**config.mk**
```make
export PLATFORM = sky130hd
export DESIGN_NAME = branch_unit
export DESIGN_NICKNAME = d
export VERILOG_FILES = /design/src/rtl/branch_unit_pkg.sv /design/src/rtl/branch_cond_eval.sv /design/src/rtl/branch_unit.sv
export SDC_FILE = /design/constraint.sdc
export NUM_CORES = 1
export LEC_CHECK = 0
export BUFFER_PORTS_ARGS = -buffer_cell sky130_fd_sc_hd__buf_4
export CORE_MARGIN = 2
export CORE_UTILIZATION = 45
export CTS_CLUSTER_DIAMETER = 30
export DETAILED_ROUTE_END_ITERATION = 16
export HOLD_SLACK_MARGIN = 0.06
export PLACE_DENSITY = 0.69
export SYNTH_ARGS = -nofsm -noshare
export SYNTH_HDL_FRONTEND = slang
export SYNTH_SLANG_ARGS = --single-unit
```
**constraint.sdc**
```tcl
create_clock -name i_clk -period 6.5 [get_ports i_clk]
set_input_delay 0.975 -clock i_clk [delete_from_list [all_inputs] [get_ports i_clk]]
set_output_delay 0.975 -clock i_clk [all_outputs]
set_load 0.005 [all_outputs]
```
**src/rtl/branch_unit_pkg.sv**
```systemverilog
// Shared definitions for the branch unit: FSM encodings, SPR selects,
// instruction field positions and helpers that pull Power-numbered fields.
package branch_unit_pkg;

    typedef logic [1:0] state_t;

    localparam state_t ST_IDLE = 2'd0;
    localparam state_t ST_EVAL = 2'd1;
    localparam state_t ST_DONE = 2'd2;

    localparam logic [1:0] SPR_LR  = 2'b00;
    localparam logic [1:0] SPR_CTR = 2'b01;
    localparam logic [1:0] SPR_TAR = 2'b10;

    localparam int unsigned BO_POS = 6;
    localparam int unsigned BI_POS = 11;
    localparam int unsigned BD_POS = 16;
    localparam int unsigned LI_POS = 6;
    localparam int unsigned AA_POS = 30;
    localparam int unsigned LK_POS = 31;

    localparam logic [9:0] XO_BCLR  = 10'd16;
    localparam logic [9:0] XO_BCCTR = 10'd528;
    localparam logic [9:0] XO_BCTAR = 10'd560;

    // Power numbering puts a field's MSB at its lowest bit index, so fields are bit-reversed
    function automatic logic [4:0] get_bi(input logic [31:6] f);
        logic [4:0] v;
        v = 5'd0;
        for (int j = 0; j < 5; j++) v[4-j] = f[BI_POS+j];
        return v;
    endfunction

    function automatic logic [13:0] get_bd(input logic [31:6] f);
        logic [13:0] v;
        v = 14'd0;
        for (int j = 0; j < 14; j++) v[13-j] = f[BD_POS+j];
        return v;
    endfunction

    function automatic logic [23:0] get_li(input logic [31:6] f);
        logic [23:0] v;
        v = 24'd0;
        for (int j = 0; j < 24; j++) v[23-j] = f[LI_POS+j];
        return v;
    endfunction

    function automatic logic onehot5(input logic [4:0] v);
        logic [2:0] cnt;
        cnt = 3'd0;
        for (int j = 0; j < 5; j++) cnt = cnt + {2'd0, v[j]};
        return (cnt == 3'd1);
    endfunction

endpackage

```
**src/rtl/branch_cond_eval.sv**
```systemverilog
// Combinational branch condition: CTR decrement/test and CR bit test.
module branch_cond_eval
    import branch_unit_pkg::*;
(
    input  logic [4:0]  bo,
    input  logic [4:0]  bi,
    input  logic [31:0] cr,
    input  logic [63:0] ctr,
    input  logic        iform,
    input  logic        bform,
    input  logic        cond_lr,
    input  logic        cond_ctr,
    input  logic        cond_tar,
    output logic        ctr_dec,
    output logic [63:0] ctr_new,
    output logic        taken
);

    logic ctr_ok_s;
    logic cond_ok_s;

    // bo[n] holds BO_n; bcctr never decrements CTR
    always_comb begin
        ctr_dec   = ~bo[2] & (bform | cond_lr | cond_tar);
        ctr_new   = ctr_dec ? (ctr - 64'd1) : ctr;
        ctr_ok_s  = bo[2] | ((ctr_new != 64'd0) ^ bo[3]);
        cond_ok_s = bo[0] | (cr[bi] == bo[1]);
        if (iform) begin
            taken = 1'b1;
        end else if (cond_ctr) begin
            taken = cond_ok_s;
        end else begin
            taken = ctr_ok_s & cond_ok_s;
        end
    end

endmodule

```
**src/rtl/branch_unit.sv**
```systemverilog
// Branch execution unit: owns LR/CTR/TAR, resolves one branch per request and
// hands the next instruction address back through a valid/ack handshake.
module branch_unit
    import branch_unit_pkg::*;
#(
    parameter logic [63:0] RESET_LR  = 64'h0,
    parameter logic [63:0] RESET_CTR = 64'h0,
    parameter logic [63:0] RESET_TAR = 64'h0
) (
    input  logic        i_clk,
    input  logic        i_rst,
    input  logic        i_en,
    input  logic [31:0] i_instr,
    input  logic        i_i_form,
    input  logic        i_b_form,
    input  logic        i_cond_LR,
    input  logic        i_cond_CTR,
    input  logic        i_cond_TAR,
    input  logic [63:0] i_cia,
    input  logic [31:0] i_cr,
    output logic        o_ready,
    output logic        o_valid,
    input  logic        i_ack,
    output logic        o_taken,
    output logic [63:0] o_nia,
    output logic        o_illegal,
    input  logic        i_spr_we,
    input  logic [1:0]  i_spr_sel,
    input  logic [63:0] i_spr_wdata,
    output logic [63:0] o_lr,
    output logic [63:0] o_ctr,
    output logic [63:0] o_tar
);

    state_t      state_r, next_state_s;
    logic [31:6] fields_r;
    logic [4:0]  form_r;
    logic [63:0] cia_r, lr_r, ctr_r, tar_r, nia_r;
    logic [31:0] cr_r;
    logic        taken_r, illegal_r, valid_r, ready_r;

    logic [4:0]  bo_s, bi_s;
    logic [23:0] li_s;
    logic [13:0] bd_s;
    logic        aa_s, lk_s, ctr_dec_s, taken_s, illegal_s;
    logic [63:0] ctr_new_s, base_s, target_s, seq_nia_s, result_nia_s;
    logic        unused_opcode_s;

    assign unused_opcode_s = &{1'b0, i_instr[5:0]};

    assign bo_s = fields_r[BO_POS+4:BO_POS];
    assign bi_s = get_bi(fields_r);
    assign li_s = get_li(fields_r);
    assign bd_s = get_bd(fields_r);
    assign aa_s = fields_r[AA_POS];
    assign lk_s = fields_r[LK_POS];

    branch_cond_eval u_cond (
        .bo       (bo_s),
        .bi       (bi_s),
        .cr       (cr_r),
        .ctr      (ctr_r),
        .iform    (form_r[0]),
        .bform    (form_r[1]),
        .cond_lr  (form_r[2]),
        .cond_ctr (form_r[3]),
        .cond_tar (form_r[4]),
        .ctr_dec  (ctr_dec_s),
        .ctr_new  (ctr_new_s),
        .taken    (taken_s)
    );

    // Target is always formed from the pre-update LR/CTR
    always_comb begin
        base_s    = aa_s ? 64'd0 : cia_r;
        seq_nia_s = cia_r + 64'd4;
        if (form_r[0]) begin
            target_s = {{38{li_s[23]}}, li_s, 2'b00} + base_s;
        end else if (form_r[1]) begin
            target_s = {{48{bd_s[13]}}, bd_s, 2'b00} + base_s;
        end else if (form_r[2]) begin
            target_s = lr_r & ~64'd3;
        end else if (form_r[3]) begin
            target_s = ctr_r & ~64'd3;
        end else if (form_r[4]) begin
            target_s = tar_r & ~64'd3;
        end else begin
            target_s = seq_nia_s;
        end
        illegal_s = ~onehot5(form_r) | (form_r[3] & ~bo_s[2]);
        if (illegal_s) begin
            result_nia_s = seq_nia_s;
        end else if (taken_s) begin
            result_nia_s = target_s;
        end else begin
            result_nia_s = seq_nia_s;
        end
    end

    // Next-state selection
    always_comb begin
        case (state_r)
            ST_IDLE: next_state_s = i_en ? ST_EVAL : ST_IDLE;
            ST_EVAL: next_state_s = ST_DONE;
            ST_DONE: next_state_s = (valid_r & i_ack) ? ST_IDLE : ST_DONE;
            default: next_state_s = ST_IDLE;
        endcase
    end

    // State and handshake flags; valid rises the cycle after DONE is entered
    always_ff @(posedge i_clk or negedge i_rst) begin
        if (!i_rst) begin
            state_r <= ST_IDLE;
            valid_r <= 1'b0;
            ready_r <= 1'b1;
        end else begin
            state_r <= next_state_s;
            valid_r <= (state_r == ST_DONE) & ~(valid_r & i_ack);
            ready_r <= (next_state_s == ST_IDLE);
        end
    end

    // Request capture
    always_ff @(posedge i_clk or negedge i_rst) begin
        if (!i_rst) begin
            fields_r <= '0;
            form_r   <= 5'd0;
            cia_r    <= 64'd0;
            cr_r     <= 32'd0;
        end else if ((state_r == ST_IDLE) && i_en) begin
            fields_r <= i_instr[31:6];
            form_r   <= {i_cond_TAR, i_cond_CTR, i_cond_LR, i_b_form, i_i_form};
            cia_r    <= i_cia;
            cr_r     <= i_cr;
        end
    end

    // Result registers, loaded at the close of EVAL
    always_ff @(posedge i_clk or negedge i_rst) begin
        if (!i_rst) begin
            taken_r   <= 1'b0;
            nia_r     <= 64'd0;
            illegal_r <= 1'b0;
        end else if (state_r == ST_EVAL) begin
            taken_r   <= taken_s & ~illegal_s;
            nia_r     <= result_nia_s;
            illegal_r <= illegal_s;
        end
    end

    // SPR file: move-to-SPR writes in IDLE, branch side effects at the close of EVAL
    always_ff @(posedge i_clk or negedge i_rst) begin
        if (!i_rst) begin
            lr_r  <= RESET_LR;
            ctr_r <= RESET_CTR;
            tar_r <= RESET_TAR;
        end else if ((state_r == ST_IDLE) && i_spr_we) begin
            case (i_spr_sel)
                SPR_LR:  lr_r  <= i_spr_wdata;
                SPR_CTR: ctr_r <= i_spr_wdata;
                SPR_TAR: tar_r <= i_spr_wdata;
                default: ;
            endcase
        end else if ((state_r == ST_EVAL) && !illegal_s) begin
            if (ctr_dec_s) ctr_r <= ctr_new_s;
            if (lk_s) lr_r <= seq_nia_s;
        end
    end

    assign o_ready   = ready_r;
    assign o_valid   = valid_r;
    assign o_taken   = taken_r;
    assign o_nia     = nia_r;
    assign o_illegal = illegal_r;
    assign o_lr      = lr_r;
    assign o_ctr     = ctr_r;
    assign o_tar     = tar_r;

endmodule

```
==> results.yml <==
run_status:
  run_status: "finished clean"
clock_network:
  insertion_delay_ns: 0.67
  clk_path_buf_depth: 3
  postCtsSetupRepairBufs: 0
  cts_resized: 0
  clock-root-buffer: "sky130_fd_sc_hd__clkbuf_16"
  clock_tree_from_tritoncts: "yes"
  worst_setup_hold_path_clk_slew_ns: 0.05
  cts_made_buffers: 98
  postCtsHoldBufs: 0
  cts-htree-levels: 3
  clock_sinks: 389
timing:
  fin_crit_ns: 5.70
  timing.fmax_mhz: 175
  timing_hold_violations_final: 0
  timing_worst_slew_pin_value_ns: 1.11
  fin_hold_ws_ns: 0.323
  setup_total_negative_slack_ns: 0
  timing.final.setup_violations: 0
  min_period_over_period_pct: 87.7
  grt_setup_unrepaired: "no"
  finClkSkew_ns: 0.0417
  relSlewSlack_pct: 25.5
  slew_violations: 0
yosys:
  asr_flop_ratio_synth_pct: 100
  synthDominantCellAreaShare_pct: 33.5
  synth_top_area_cell: "sky130_fd_sc_hd__dfrtp_1"
  mappedNetlistArea_um2: 29000
  cell_variety_after_synth: 88
  synth.yosys.seq_area_share_pct: 33.6
  postSynthAreaPerCell_um2: 8.51
  yosys_warns: 0
  netlist_instances: 3404
  synth_enable_flop_cells: 0
  synth.top_cells.by_area: "sky130_fd_sc_hd__dfrtp_1, sky130_fd_sc_hd__mux2_2, sky130_fd_sc_hd__ha_1, sky130_fd_sc_hd__a21oi_1, sky130_fd_sc_hd__nand2_1"
  synth_seq_cells: 389
  mappedNetlistNets: 3722
  yosys-top-cells-count: "sky130_fd_sc_hd__dfrtp_1, sky130_fd_sc_hd__nand2_1, sky130_fd_sc_hd__nor2_1, sky130_fd_sc_hd__a21oi_1, sky130_fd_sc_hd__o21ai_0"
  synth_flop_type: "sky130_fd_sc_hd__dfrtp_1"
  cell_with_the_most_instances_after_synthesis: "sky130_fd_sc_hd__dfrtp_1"
worst_setup_path:
  path_max_fanout: 18
  crit_path_top_delay_cell: "sky130_fd_sc_hd__nor4_1"
  crit_top_cell: "sky130_fd_sc_hd__nor4_1"
  setup.worst_path.end_class: "register"
  r2r.worst_path.cells: 12
  crit_path_cell_trace: "nor4_2 > nand3_1 > nor4_1 > a21boi_0 > nor4_1 > nand4_1 > nor4_4 > a211oi_1 > nand4b_4 > nor2_4 > o221a_2 > a21oi_1"
  timing.rr.start: "o_ctr[14]"
  worst_path_largest_cell_delay_ns: 0.80
  critPathRequiredTime_ns: 7.02
  timing_startpoint_of_the_critical_path: "o_ctr[14]"
  worstSetupPathType: "reg -> reg"
  worst_setup_sp_type: "register"
  r2r-end: "o_nia[56]"
  setup.reg_to_reg.worst_slack_ns: 0.80
  arrival_ns: 6.22
final_layout:
  fin_area_um2: 37000
  fraction_of_final_layout_cells_sized_beyond_drive_strength_1_pct: 24.5
  layout.nets: 4129
  area.growth.synth_to_final_pct: 27.8
global_routing:
  grt.total_usage_pct: 37.3
  pin_count_of_the_biggest_net_entering_global_routing: 113
  antenna_violations_before_repair: 3
  first_global_vias: 28700
  overflow_left_after_global_routing: 0
  grt_first_pass_wirelength_um: 187000
run:
  max_cap_violations: 0
detailed_routing:
  routed_wl_um: 127000
  dr_total_vias: 30100
  drcViolationCount: 0
  drtIter0Drc: 3244
  drtAntennaViolNets: 0
  dr.pass1.iters: 8
  drt-vias-per-instance: 6.33
  routed_wire_length_per_instance_um: 26.8
power:
  leakagePower_nw: 16.5
  p_per_cell_area_nw_per_um2: 703
  worst_vdd_drop_v: 0.000511
  totalPowerFinal_mw: 26.0
floorplanning:
  rows: 93
  die_h_um: 258
  io-pin-count: 464
  initial_core_util_pct: 45.3
  core_area_um2: 64000
  overall_die_area_um2: 66400
  fp.dieW_um: 258
placed_design:
  post-dp-hpwl_um: 96300
  placement.cell_area_um2: 33300
  finalWeightedCongestion: 1.03
  port-buffer-count: 457
min_path:
  min_path_type: "in -> async"
==> power by group <==
part	switching [mW]	internal, mW
clock	1.64	3.76
sequential	1.86	3.63
combinational	9.07	6.07
==> routing by layer <==
| metal | wire, µm | part of all wire, % | GRT usage (%) | vias up |
|---|---|---|---|---|
| li1 | - | - | - | 13500 |
| met4 | 10800 | 8.5 | 27.1 | 2 |
| met5 | 8 | 0.0063 | 0 | - |
| met2 | 57100 | 45 | 58.1 | 1599 |
| met1 | 48500 | 38 | 46.4 | 14600 |
| met3 | 10800 | 8.5 | 7.27 | 417 |
==> registers in the layout, summed over array words and instances (netlist names) <==
signal / cells
o_nia: 64
state_r: 2
o_ctr: 64
o_valid: 1
fields_r: 26
cr_r: 32
o_ready: 1
o_lr: 64
cia_r: 64
o_tar: 64
o_illegal: 1
o_taken: 1
form_r: 5
==> final cells by class <==
cell class / count / area [µm²]
Clock buffer: 127 / 2740
Multi-Input combinational cell: 2716 / 18100
Inverter: 64 / 240
Tap cell: 855 / 1070
Clock inverter: 55 / 943
Antenna cell: 1 / 2.50
Sequential cell: 389 / 9740
Fill cell: 5794 / 27000
Timing Repair Buffer: 542 / 4130
==> cell usage in the layout, fill, tap and decap left out, drive strengths merged, types with 19 or more instances in the layout <==
| master | synthesis | layout |
|---|---|---|
| o22ai | 27 | 27 |
| xor2 | 78 | 78 |
| buf | 38 | 542 |
| o211ai | 24 | 24 |
| o22a | 20 | 20 |
| o311ai | 20 | 20 |
| clkbuf | 197 | 127 |
| o31ai | 37 | 37 |
| o21ai | 252 | 252 |
| nor4 | 35 | 35 |
| nor2 | 286 | 286 |
| a31oi | 44 | 44 |
| nor3 | 83 | 83 |
| nand4 | 69 | 69 |
| and3 | 39 | 39 |
| a221oi | 24 | 24 |
| a21o | 91 | 91 |
| nand2b | 29 | 29 |
| dfrtp | 388 | 388 |
| mux2 | 184 | 184 |
| a211oi | 61 | 61 |
| a21oi | 268 | 268 |
| clkinv | 2 | 26 |
| and2 | 19 | 19 |
| bufinv | 0 | 20 |
| nand2 | 340 | 340 |
| nor2b | 75 | 75 |
| xnor2 | 94 | 94 |
| mux2i | 68 | 68 |
| ha | 111 | 111 |
| nand3 | 84 | 84 |
| or3 | 22 | 22 |
| inv | 62 | 64 |
==> critical path, delay by kind of cell, from the launching register on <==
kind / cells / cell delay [ns]
AOI/OAI and AO/OA: 4 / 0.74
DFF: 1 / 0.51
and+or+nand+nor: 8 / 4.30
==> worst max path at each step <==
stage / slack [ns] / cells after the start / endpoint
floorplan: 1.97 / 14 / o_nia[61]
global placement: 1.09 / 15 / o_nia[56]
detailed placement: 1.06 / 15 / o_nia[56]
CTS: 1.01 / 15 / o_nia[56]
global route: 0.44 / 15 / o_nia[56]
finish: 0.80 / 12 / o_nia[56]
==> logic make-up after synthesis <==
logic type               count (synthesis)  synth area share (%)
adder cells (fa/ha/maj)                114                  5.00
AO/OA/AOI/OAI                         1032                  22.8
AND/OR/NAND/NOR                       1136                  19.1
XOR/XNOR                               172                  5.20
buffers and inverters                  299                  3.99
flip-flops                             389                  33.6
multiplexers                           262                  10.3
==> per-stage QoR <==
stage          setup slack, ns  util, %  std cells
6_report                 0.796     57.8       4749
5_1_grt                  0.441     57.8       4748
4_1_cts                   1.01     57.8       4748
3_5_place_dp              1.06     52.1       4566
3_3_place_gp              1.09     52.1       4566
2_1_floorplan             1.97        -       3404
Note: power is estimated with default switching activity, not from simulation.
